`config.mk`:
```
export PLATFORM = sky130hd
export DESIGN_NAME = serial_subtractor
export DESIGN_NICKNAME = d
export VERILOG_FILES = /design/src/rtl/serial_subtractor.sv
export SDC_FILE = /design/constraint.sdc
export NUM_CORES = 1
export LEC_CHECK = 0
export CORE_MARGIN = 4
export CORE_UTILIZATION = 40
export CTS_BUF_LIST = sky130_fd_sc_hd__clkbuf_4
export CTS_CLUSTER_DIAMETER = 30
export CTS_CLUSTER_SIZE = 24
export DETAILED_ROUTE_END_ITERATION = 8
export DONT_BUFFER_PORTS = 1
export PLACE_DENSITY = 0.58
export SLEW_MARGIN = 20
export SYNTH_ARGS = -nofsm -noshare
export SYNTH_HDL_FRONTEND = slang
export SYNTH_SLANG_ARGS = --single-unit
```
`constraint.sdc`:
```
create_clock -name clk -period 1.96 [get_ports clk]
set_input_delay 0.392 -clock clk [delete_from_list [all_inputs] [get_ports clk]]
set_output_delay 0.392 -clock clk [all_outputs]
set_load 0.03 [all_outputs]
```
`src/rtl/serial_subtractor.sv`:
```
// Bit-serial unsigned subtractor, LSB first.
// One full-subtractor cell plus a borrow flop; start/busy/done handshake.
module serial_subtractor #(
  parameter int WIDTH = 8
) (
  input  logic             clk,
  input  logic             rst_n,
  input  logic             start,
  input  logic [WIDTH-1:0] a,
  input  logic [WIDTH-1:0] b,
  output logic             busy,
  output logic             done,
  output logic [WIDTH-1:0] diff,
  output logic             borrow
);

  localparam int CW = $clog2(WIDTH);
  localparam logic [CW-1:0] LAST = CW'(WIDTH - 1);

  typedef enum logic [1:0] {
    S_IDLE,
    S_RUN,
    S_FIN
  } state_t;

  state_t           state;
  logic [WIDTH-1:0] sa;
  logic [WIDTH-1:0] sb;
  logic [WIDTH-1:0] work;
  logic [CW-1:0]    cnt;
  logic             bin;
  logic             d;
  logic             bout;
  logic [WIDTH-1:0] work_nxt;

  assign d        = sa[0] ^ sb[0] ^ bin;
  assign bout     = (~sa[0] & sb[0]) | (~(sa[0] ^ sb[0]) & bin);
  assign work_nxt = {d, work[WIDTH-1:1]};

  always_ff @(posedge clk or negedge rst_n) begin
    if (!rst_n) begin
      state  <= S_IDLE;
      sa     <= '0;
      sb     <= '0;
      work   <= '0;
      cnt    <= '0;
      bin    <= 1'b0;
      busy   <= 1'b0;
      done   <= 1'b0;
      diff   <= '0;
      borrow <= 1'b0;
    end else begin
      unique case (state)
        S_IDLE: begin
          if (start) begin
            sa    <= a;
            sb    <= b;
            bin   <= 1'b0;
            cnt   <= '0;
            busy  <= 1'b1;
            state <= S_RUN;
          end
        end
        S_RUN: begin
          sa   <= sa >> 1;
          sb   <= sb >> 1;
          work <= work_nxt;
          bin  <= bout;
          if (cnt == LAST) begin
            diff   <= work_nxt;
            borrow <= bout;
            busy   <= 1'b0;
            done   <= 1'b1;
            state  <= S_FIN;
          end else begin
            cnt <= cnt + CW'(1);
          end
        end
        S_FIN: begin
          done <= 1'b0;
          if (start) begin
            sa    <= a;
            sb    <= b;
            bin   <= 1'b0;
            cnt   <= '0;
            busy  <= 1'b1;
            state <= S_RUN;
          end else begin
            state <= S_IDLE;
          end
        end
        default: begin
          busy  <= 1'b0;
          done  <= 1'b0;
          state <= S_IDLE;
        end
      endcase
    end
  end

endmodule
```
==> reports/metrics.cfg <==
[status]
outcome=finished clean

[global_route]
met3_usage_pct=5.94
busiest_layer=met2
grt_pass1_vias=1141
grt_max_degree=41
antenna_found_initial=0
grt_usage_pct=12.4
grt.overflow.total=0
met2_usage_pct=19.6
grt_first_pass_wirelength_mm=5.24
use_met1_pct=14.9

[cts]
path_clk_slew_ns=0.11
postCtsResizedCells=0
cts_setup_buffers=0
clock_path_buffers=2
cts_tree=yes
worstSkewPairLatency_ns=0.34
cts_buffers=5
clock-sinks=40
h-tree-depth=2
cts_root_buffer=clkbuf_4

[place]
portBuffers=0
place_hpwl_mm=2.33
gp_congestion=0.711
placed_cell_area_sq_um=1870
dp_slack_ns=0.382

[detailed_routing]
drt_iter0_drc=64
vias_per_cell=5.39
wl_per_cell_um=15.4
vias=1143
route.detailed.drc=0
drt_wl_total_mm=3.26
antenna_left=0
dr.pass1.iters=4

[critical_path]
r2r-start=cnt[0]
reg2reg_slack_ns=0.36
crit_arrival_ns=1.83
worstPathMaxFanout=7
reg2reg_depth=5
end_kind=register
timing.rr.end=cnt[0]
cp-start-kind=register
crit_required_ns=2.19
worstSetupPathType=reg2reg

[cells_and_area]
final_cell_mix=dfrtp_1, a21oi_1, mux2i_1, nor2b_1, a211oi_1
drive_gt1_share_pct=13.1
n_fill_cell=414
area_growth_pct=5.70
design_area_sq_um=1950
postLayoutCoreUtil_pct=44.1
num_antenna_cells=0
mostFrequentLayoutCell=dfrtp_1
nNetsFinal=181

[die]
initial_core_util_pct=41.8
core-area_sq_um=4410
die_area_sq_um=5760
die_h_um=75.9
rows=24
die_x_um=75.9
pin_count=30

[yosys]
synth_area_per_cell_sq_um=11.7
synth_cells=157
synth_top_area_share_pct=54.3
synth_top_cell_by_area=dfrtp_1
ys_seq_elements=40
ys_types=26
syn-num-nets=179
ys.warnings.count=0
synth_area_leaders=dfrtp_1, mux2i_1, mux2_2
mappedNetlistArea_sq_um=1840
yosysSeqAreaShare_pct=54.3

[min_path]
hold_class=in2reg
whs_endpoint=sa[3]
worstHoldPathCells=2
hold_start=a[3]

[power]
p_leak_nw=0.859
worst_ir_drop_vdd_v=0.000455
power.internal_mw=1.88
total_power_mw=3.12
pwr-share-clk_pct=12.4
p_comb_share_pct=32.6
sw_frac_of_total_pct=39.7
pwr-share-seq_pct=55.1
p_sw_mw=1.24
powerDensity_nw_per_um2=1600

[sta]
period_minus_slack_ns=1.60
fin_skew_ns=0.00817
timing_hold_violations_final=0
rsz0062_at_grt=false
finalSetupTns_ns=0
slew_headroom_pct=67.8
period_share_pct=81.4
setup_viol=0
setup_slack_ns=0.364
tightest_slew_ns=0.482
drv_slew=0
fmax_mhz=627

[flow_run]
maxCapViolCount=0

[worst max path at each step]
stage / depth (start not counted) / end / startpoint
after global routing: 5 / cnt[0] / cnt[0]
after global placement: 5 / cnt[0] / cnt[0]
after detailed placement: 5 / cnt[0] / cnt[0]
after CTS: 5 / cnt[0] / cnt[0]
after floorplan: 5 / diff[0] / cnt[0]
final: 5 / cnt[0] / cnt[0]
[flip-flops by register name, summed over array words and instances (netlist names)]
name,count
state,2
sa,8
diff,8
cnt,3
work,7
sb,8
bin,1
busy,1
done,1
borrow,1
[through the flow]
stage	std cells	hold slack (ns)
floorplan	157	0.0964
global route	212	0.220
detailed placement	202	0.0977
CTS	212	0.219
finish	212	0.230
global placement	202	0.0979
[final cells by class]
type                            count  area (sq um)  share of cell area [%]
Sequential cell                    40          1000                    51.4
Tap cell                           52          65.1                    3.34
Multi-Input combinational cell     99           748                    38.4
Timing Repair Buffer                5          52.6                    2.70
Clock buffer                        5          37.5                    1.93
Clock inverter                      3          13.8                   0.706
Inverter                            8          30.0                    1.54
[logic make-up after synthesis]
| logic type | share of synthesized area, % |
|---|---|
| AO/OA/AOI/OAI | 13.0 |
| adder cells (fa/ha/maj) | 2.44 |
| buffers and inverters | 5.09 |
| flip-flops | 54.3 |
| multiplexers | 16.2 |
| AND/OR/NAND/NOR | 8.89 |
[synthesized netlist by cell type (all sizes together)]
| cell | count |
|---|---|
| nand3b | 1 |
| nand3 | 4 |
| nor2b | 10 |
| clkbuf | 2 |
| a21bo | 1 |
| o211ai | 2 |
| o21ai | 5 |
| dfrtp | 40 |
| a21oi | 14 |
| nand2 | 8 |
| a21o | 1 |
| inv | 8 |
| nor2 | 5 |
| mux2i | 13 |
| a211oi | 10 |
| mux2 | 15 |
| a22o | 1 |
| a221o | 1 |
| ha | 2 |
| fa | 1 |
| o22ai | 3 |
| buf | 8 |
| nand2b | 2 |
[metal layers]
layer	vias to the layer above	wire length, um	share of wire [%]
li1	555	-	-
met1	553	1450	45
met2	30	1510	46
met3	5	254	7.8
met4	0	44	1.4
met5	-	0	0
[what timing repair did]
item,CTS,global route
hold endpoints to repair,40,0
setup endpoints to repair,0,0
hold buffers,2,0
[power groups by stage]
stage               Clock, mW  Sequential [mW]  Combinational, mW
global placement            0             1.73              0.940
finish                  0.386             1.72               1.02
global route            0.432             1.78               1.16
floorplan                   0             1.63              0.899
detailed placement          0             1.75               1.01
CTS                     0.406             1.73               1.03
[worst max-delay path, stage by stage (launching register included)]
cell,delay [ns]
dfrtp_1,0.41
ha_1,0.20
ha_1,0.23
nor2_1,0.36
a21bo_2,0.22
mux2i_1,0.06
No activity file was read; power rests on OpenSTA's default activity.
